===== src/rtl/irq_ctrl.sv =====
// irq_ctrl: NUM_IRQ-channel maskable interrupt controller with a fixed-priority CPU handshake.
// Define IRQ_NEST_EN to enable nested service via an in-service bitmap (default: single level).
module irq_ctrl #(
  parameter int                 NUM_IRQ     = 8,
  parameter int                 VEC_W       = 3,
  parameter int                 SYNC_STAGES = 2,
  parameter logic [NUM_IRQ-1:0] MASK_RESET  = '0
) (
  input  logic               clk,
  input  logic               rst,
  input  logic [NUM_IRQ-1:0] irq_in,
  input  logic               mask_we,
  input  logic [NUM_IRQ-1:0] mask_wdata,
  input  logic [NUM_IRQ-1:0] ovf_clr,
  input  logic               int_ack,
  input  logic               int_eret,
  output logic               int_req,
  output logic [VEC_W-1:0]   int_vec,
  output logic [NUM_IRQ-1:0] mask,
  output logic [NUM_IRQ-1:0] pending,
  output logic [NUM_IRQ-1:0] overflow,
  output logic               in_service
);

  logic [SYNC_STAGES-1:0][NUM_IRQ-1:0] sync_q;
  logic [NUM_IRQ-1:0] prev_q;
  logic [NUM_IRQ-1:0] rise;
  logic [NUM_IRQ-1:0] eligible;
  logic [NUM_IRQ-1:0] ack_clr;
  logic [NUM_IRQ-1:0] pending_q;
  logic [NUM_IRQ-1:0] overflow_q;
  logic [NUM_IRQ-1:0] mask_q;
  logic [VEC_W-1:0]   best;
  logic [VEC_W-1:0]   int_vec_q;
  logic               any_elig;
  logic               allow;
  logic               ack_fire;
  logic               req_d;
  logic               int_req_q;

  assign rise     = sync_q[SYNC_STAGES-1] & ~prev_q;
  assign eligible = pending_q & ~mask_q;
  assign ack_fire = int_ack & int_req_q;
  assign req_d    = any_elig & allow & ~ack_fire;

  always_comb begin
    best     = '0;
    any_elig = 1'b0;
    for (int i = NUM_IRQ - 1; i >= 0; i--) begin
      if (eligible[i]) begin
        best     = VEC_W'(i);
        any_elig = 1'b1;
      end
    end
  end

  always_comb begin
    ack_clr          = '0;
    ack_clr[int_vec_q] = ack_fire;
  end

`ifdef IRQ_NEST_EN
  logic [NUM_IRQ-1:0] svc_q;
  logic [VEC_W-1:0]   svc_idx;

  always_comb begin
    svc_idx = '0;
    for (int i = NUM_IRQ - 1; i >= 0; i--) begin
      if (svc_q[i]) svc_idx = VEC_W'(i);
    end
  end

  // Only a strictly higher-priority (lower index) request may preempt the active handlers.
  assign allow      = (svc_q == '0) || (best < svc_idx);
  assign in_service = |svc_q;

  always_ff @(posedge clk) begin
    if (rst) begin
      svc_q <= '0;
    end else begin
      svc_q <= (int_eret ? (svc_q & (svc_q - NUM_IRQ'(1))) : svc_q) | ack_clr;
    end
  end
`else
  logic svc_q;

  assign allow      = ~svc_q;
  assign in_service = svc_q;

  always_ff @(posedge clk) begin
    if (rst) begin
      svc_q <= 1'b0;
    end else if (ack_fire) begin
      svc_q <= 1'b1;
    end else if (int_eret) begin
      svc_q <= 1'b0;
    end
  end
`endif

  // A fresh edge beats a same-cycle ack clear; overflow set beats ovf_clr.
  always_ff @(posedge clk) begin
    if (rst) begin
      sync_q     <= '0;
      prev_q     <= '0;
      pending_q  <= '0;
      overflow_q <= '0;
      mask_q     <= MASK_RESET;
      int_req_q  <= 1'b0;
      int_vec_q  <= '0;
    end else begin
      sync_q     <= {sync_q[SYNC_STAGES-2:0], irq_in};
      prev_q     <= sync_q[SYNC_STAGES-1];
      pending_q  <= (pending_q & ~ack_clr) | rise;
      overflow_q <= (overflow_q & ~ovf_clr) | (rise & pending_q & ~ack_clr);
      if (mask_we) mask_q <= mask_wdata;
      int_req_q  <= req_d;
      if (req_d) int_vec_q <= best;
    end
  end

  assign int_req  = int_req_q;
  assign int_vec  = int_vec_q;
  assign mask     = mask_q;
  assign pending  = pending_q;
  assign overflow = overflow_q;

endmodule


===== config.mk =====
export PLATFORM = sky130hd
export DESIGN_NAME = irq_ctrl
export DESIGN_NICKNAME = d
export VERILOG_FILES = /design/src/rtl/irq_ctrl.sv
export SDC_FILE = /design/constraint.sdc
export NUM_CORES = 1
export LEC_CHECK = 0
export BUFFER_PORTS_ARGS = -buffer_cell sky130_fd_sc_hd__buf_2
export CORE_MARGIN = 5
export CORE_UTILIZATION = 30
export DETAILED_ROUTE_END_ITERATION = 7
export SETUP_SLACK_MARGIN = 0.1
export SLEW_MARGIN = 20
export SYNTH_ARGS = -nofsm -noshare
export SYNTH_HDL_FRONTEND = slang
export SYNTH_SLANG_ARGS = --single-unit
export TNS_END_PERCENT = 30

===== constraint.sdc =====
create_clock -name clk -period 1.1 [get_ports clk]
set_input_delay 0.11 -clock clk [delete_from_list [all_inputs] [get_ports clk]]
set_output_delay 0.11 -clock clk [all_outputs]
set_load 0.01 [all_outputs]

==> results of run 1 <==
-- final timing paths --
kind                            from                     end
min                        irq_in[1]    sync_q[1]$_SDFF_PP0_
min reg2reg     sync_q[4]$_SDFF_PP0_   sync_q[12]$_SDFF_PP0_
max reg2reg  int_vec[1]$_SDFFE_PP0P_  overflow[0]$_SDFF_PP0_
max          int_vec[1]$_SDFFE_PP0P_  overflow[0]$_SDFF_PP0_
-- timing repair --
action | in CTS | in global routing
gates cloned | 0 | 0
setup endpoints to repair | 34 | 36
pin swaps | 9 | 5
buffers inserted | 1 | 1
gates resized for setup | 42 | 15
-- layout make-up --
cell class	count	area (um2)	share of cell area
Tap cell	77	96.3	0.0334
Clock inverter	2	38.8	0.0134
Timing Repair Buffer	89	669	0.232
Inverter	10	37.5	0.0130
Multi-Input combinational cell	115	868	0.301
Sequential cell	53	1100	0.382
Clock buffer	6	72.6	0.0252
-- power breakdown --
part	leakage [nW]	total (W)	switching (W)	internal, W
Clock	0.0554	0.00129	0.000607	0.000683
Combinational	0.737	0.000703	0.000296	0.000408
Sequential	0.444	0.00209	0.0000740	0.00202
-- per-stage QoR --
step | std cells | hold WS, ns | instance area (um2) | worst slack [ns]
after floorplan | 185 | 0.238 | 1940 | -0.0658
after global placement | 342 | 0.319 | 2520 | -0.0775
after detailed placement | 342 | 0.328 | 2520 | -0.0879
after CTS | 351 | 0.00314 | 2820 | -0.103
after global routing | 352 | 0.00277 | 2890 | -0.181
final | 352 | 0.0104 | 2890 | -0.111
-- sequential cells by signal (all words and copies together) (netlist names) --
signal / count
sync_q: 16
mask: 8
overflow: 8
pending: 8
prev_q: 8
int_vec: 3
in_service: 1
int_req: 1
-- cells by family after synthesis --
kind of cell    after synthesis  synth area share
compound gates               38             0.123
simple gates                 69             0.239
mux                           8            0.0424
flops                        53             0.562
buf+inv                      17            0.0344
-- critical path: cells and delay by family (launching register included) --
| family | cells | cell delay, ns |
|---|---|---|
| AOI/OAI and AO/OA | 2 | 0.36 |
| DFF | 1 | 0.35 |
| and+or+nand+nor | 2 | 0.40 |
-- cell usage after synthesis (2+ instances only) --
cell type,count
dfxtp_1,53
nor2b_1,35
a21oi_1,13
nand2b_1,13
inv_1,10
mux2i_1,8
nor2_1,8
o22ai_1,8
clkbuf_1,6
o21ai_1,6
nand2b_4,4
nand2_1,3
a211oi_1,2
nand3b_1,2
o31ai_1,2
-- routing by layer --
metal / up-vias / wire (um) / track usage
li1: 798 / - / -
met1: 699 / 1970 / 0.153
met2: 38 / 2080 / 0.196
met3: 7 / 287 / 0.0332
met4: 0 / 65 / 0.0447
met5: - / 0 / 0
==> flow_metrics.env, run 1 <==
export IMPL_first_pass_iters=4
export IMPL_drive_above_1_share=0.498
export IMPL_finalPower_w=0.00409
export IMPL_period_needed_ns=1.21
export IMPL_io_pin_count=58
export IMPL_final_nets=303
export IMPL_drtIter0Drc=40
export IMPL_status="complete, but fails checks"
export IMPL_violations="negative setup slack"
export IMPL_netlist_area_um2=1890
export IMPL_area_growth_pct=52.7
export IMPL_postSynth_asyncResetShare=0
export IMPL_worstPathArrival_ns=1.41
export IMPL_period_share=1.10
export IMPL_syn_num_nets=214
export IMPL_placement_io_buffers=57
export IMPL_slowest_delay_ns=0.35
export IMPL_wl_per_cell_um=12.5
export IMPL_startpoint_type="register"
export IMPL_ant_nets=0
export IMPL_hold_depth=2
export IMPL_max_freq_ghz=0.826
export IMPL_vias_per_cell=4.38
export IMPL_synth_flop_cell="dfxtp_1"
export IMPL_grt_pass1_wl_um=7330
export IMPL_cts_tree="built"
export IMPL_clockBufferDepth=2
export IMPL_ys_seq_elements=53
export IMPL_hp_class="primary input to register"
export IMPL_crit_required_ns=1.30
export IMPL_rsz0062_at_grt="yes"
export IMPL_cts_sinks=53
export IMPL_die_w_um=89.4
export IMPL_yosys_top_cells_area="dfxtp_1, nor2b_1, nand2b_1"
export IMPL_synth_edf_count=0
export IMPL_routed_wl_um=4400
export IMPL_hold_viol_final=0
export IMPL_overflow=0
export IMPL_yosys_area_top_type_share=0.562
export IMPL_ys_seq_area_frac=0.562
export IMPL_grt_usage=0.121
export IMPL_synth_distinct_cells=27
export IMPL_path_max_fanout=4
export IMPL_initial_utilization=0.303
export IMPL_yosys_area_top_type="dfxtp_1"
export IMPL_die_h_um=89.4
export IMPL_fp_row_count=29
export IMPL_synthCells=185
export IMPL_crit_path_end_kind="register"
export IMPL_cts_root_buf="clkbuf_8"
export IMPL_place_gp_congestion=0.773
export IMPL_worstPathCellList="nand3b_1, o31ai_2, o22ai_1, nor2b_1"
export IMPL_setup_tns_ns=-0.400
export IMPL_nFillCells=605
export IMPL_final_common_cell="buf_2"
export IMPL_die_area_um2=7990
export IMPL_grt_max_degree=24
export IMPL_leakage_nw=1.24
export IMPL_synth_warning_count=0
export IMPL_syn_area_per_cell_um2=10.2
export IMPL_power_density_nw_per_um2=1420
export IMPL_peakVddDrop_mv=0.928
export IMPL_core_um2=6240
export IMPL_maxSlewHeadroom=0.777
export IMPL_fin_worst_skew_ns=0.00578
export IMPL_numCtsBuffers=5
export IMPL_path_clk_slew_ns=0.09
export IMPL_antenna_found_initial=0
export IMPL_clk_latency_ns=0.30
export IMPL_htreeDepth=2
export IMPL_slowest_stage="dfxtp_4"
export IMPL_layout_common_cells="buf_2, nor2b_1, dfxtp_1"
export IMPL_hold_buffers=0
export IMPL_maxCapViolCount=0
export IMPL_slew_violations=0
export IMPL_finalCoreUtilization=0.462
export IMPL_worstMarginPinSlew_ns=0.330
export IMPL_insertedDiodeCount=0
export IMPL_path_class="register to register"
export IMPL_drc=0
export IMPL_setup_viol=7
export IMPL_route_vias_total=1542
export IMPL_grt_pass1_vias=1581
export IMPL_reg2reg_slack_ns=-0.11
export IMPL_hpwlAfterDp_um=3460
export IMPL_reg2reg_depth=4
export IMPL_finalWorstSetupSlack_ns=-0.111
(Power assumes the default switching activity.)
==> run 2: changes to the inputs <==
--- a/config.mk
+++ b/config.mk
@@ -5,10 +5,10 @@
 export SDC_FILE = /design/constraint.sdc
 export NUM_CORES = 1
 export LEC_CHECK = 0
-export BUFFER_PORTS_ARGS = -buffer_cell sky130_fd_sc_hd__buf_2
 export CORE_MARGIN = 5
 export CORE_UTILIZATION = 30
 export DETAILED_ROUTE_END_ITERATION = 7
+export DONT_BUFFER_PORTS = 1
 export SETUP_SLACK_MARGIN = 0.1
 export SLEW_MARGIN = 20
 export SYNTH_ARGS = -nofsm -noshare
==> flow_metrics.env, run 2 (same netlist as run 1, synthesis figures left out) <==
export IMPL_reg2reg_slack_ns=-0.14
export IMPL_hpwlAfterDp_um=3280
export IMPL_fin_worst_skew_ns=0.00354
export IMPL_crit_required_ns=1.27
export IMPL_initial_utilization=0.303
export IMPL_power_frac_comb=0.133
export IMPL_maxCapViolCount=0
export IMPL_clk_latency_ns=0.30
export IMPL_maxSlewHeadroom=0.763
export IMPL_largest_reg_flops=16
export IMPL_worstMarginPinSlew_ns=0.354
export IMPL_clkPwrFrac=0.308
export IMPL_core_um2=6240
export IMPL_drive_above_1_share=0.321
export IMPL_worstPathArrival_ns=1.41
export IMPL_period_share=1.13
export IMPL_layout_common_cells="dfxtp_1, nor2b_1, buf_4"
export IMPL_route_vias_total=1359
export IMPL_hold_viol_final=45
export IMPL_swShare=0.246
export IMPL_antenna_found_initial=0
export IMPL_drtIter0Drc=75
export IMPL_peakVddDrop_mv=0.859
export IMPL_cts_sinks=53
export IMPL_final_common_cell="dfxtp_1"
export IMPL_critPathBufInv=0
export IMPL_wl_per_cell_um=14.4
export IMPL_grt_pass1_vias=1402
export IMPL_clockBufferDepth=2
export IMPL_period_needed_ns=1.24
export IMPL_die_w_um=89.4
export IMPL_slowest_delay_ns=0.38
export IMPL_numCtsBuffers=5
export IMPL_vias_per_cell=4.51
export IMPL_crit_path_end_kind="register"
export IMPL_power_frac_seq=0.559
export IMPL_fp_row_count=29
export IMPL_final_nets=252
export IMPL_power_density_nw_per_um2=1510
export IMPL_routed_wl_um=4340
export IMPL_top_register="sync_q"
export IMPL_path_class="register to register"
export IMPL_io_pin_count=58
export IMPL_worstPathCellList="nand2b_1, o21ai_0, a311oi_1, o32ai_2"
export IMPL_max_freq_ghz=0.805
export IMPL_timing_hold_ws_ns=-0.124
export IMPL_overflow=0
export IMPL_htreeDepth=2
export IMPL_place_gp_congestion=0.766
export IMPL_die_area_um2=7990
export IMPL_cts_tree="built"
export IMPL_placed_cells=284
export IMPL_violations="negative hold slack, negative setup slack"
export IMPL_path_delay_family="compound AO/OA/AOI/OAI gates"
export IMPL_grt_usage=0.116
export IMPL_status="complete, but fails checks"
export IMPL_internal_power_w=0.00281
export IMPL_setup_viol=7
export IMPL_instances_no_fill=301
export IMPL_leakage_nw=0.968
export IMPL_cts_root_buf="clkbuf_8"
export IMPL_ant_nets=0
export IMPL_path_max_fanout=3
export IMPL_rsz0062_at_grt="yes"
export IMPL_first_pass_iters=4
export IMPL_grt_max_degree=55
export IMPL_hold_buffers=8
export IMPL_grt_pass1_wl_um=6910
export IMPL_startpoint_type="register"
export IMPL_insertedDiodeCount=0
export IMPL_path_clk_slew_ns=0.09
export IMPL_hp_class="primary input to register"
export IMPL_slew_violations=0
export IMPL_drc=0
export IMPL_power_switching_w=0.000919
export IMPL_slowest_stage="a311oi_1"
export IMPL_placement_io_buffers=0
export IMPL_die_h_um=89.4
export IMPL_area_growth_pct=31.0
export IMPL_finalWorstSetupSlack_ns=-0.142
[run 2: through the flow]
| stage | worst slack [ns] | cell area [um2] | utilization | setup TNS (ns) | total power, W |
|---|---|---|---|---|---|
| floorplan | -0.0658 | 1940 | - | -0.141 | 0.00240 |
| global placement | -0.0683 | 2230 | 0.357 | -0.294 | 0.00256 |
| detailed placement | -0.0761 | 2230 | 0.357 | -0.334 | 0.00257 |
| CTS | -0.100 | 2440 | 0.391 | -0.452 | 0.00376 |
| global route | -0.218 | 2470 | 0.397 | -0.959 | 0.00392 |
| finish | -0.142 | 2470 | 0.397 | -0.470 | 0.00373 |
[run 2: worst paths after layout]
path,from,to,cells past startpoint
hold reg to reg,sync_q[3]$_SDFF_PP0_,sync_q[11]$_SDFF_PP0_,1
hold / removal,rst,sync_q[11]$_SDFF_PP0_,1
setup reg to reg,mask[5]$_SDFFE_PP0P_,int_vec[0]$_SDFFE_PP0P_,4
setup / recovery,mask[5]$_SDFFE_PP0P_,int_vec[0]$_SDFFE_PP0P_,4
[run 2: layout make-up]
type	count	area, um2
fill	623	3770
sequential	53	1080
multi-input combinational	115	848
timing repair buffer	38	309
tap	77	96.3
clock buffer	6	82.6
inverter	10	37.5
clock inverter	2	16.3
[run 2: worst register-to-register path, stage by stage (launching register included)]
cell and delay, ns:
dfxtp_1 0.34, nand2b_1 0.15, o21ai_0 0.11, a311oi_1 0.38, o32ai_2 0.15
[run 2: power groups by stage]
stage               Combinational [W]  Sequential (W)  Clock, W
floorplan                    0.000243         0.00216         0
global placement             0.000434         0.00212         0
finish                       0.000496         0.00209   0.00115
detailed placement           0.000438         0.00213         0
CTS                          0.000478         0.00208   0.00120
global route                 0.000542         0.00210   0.00128
[run 2: layer usage]
metal / vias to the layer above / wire, um / track usage
li1: 694 / - / -
met3: 2 / 424 / 0.0479
met1: 629 / 1670 / 0.130
met5: - / 0 / 0
met2: 34 / 2220 / 0.201
met4: 0 / 22 / 0.0325
[run 2: timing repair]
item	4_1_cts	5_1_grt
pin swaps	8	6
endpoints found under the setup margin	20	22
setup buffers	1	0
endpoints found under the hold margin	53	45
gates resized for setup	8	10
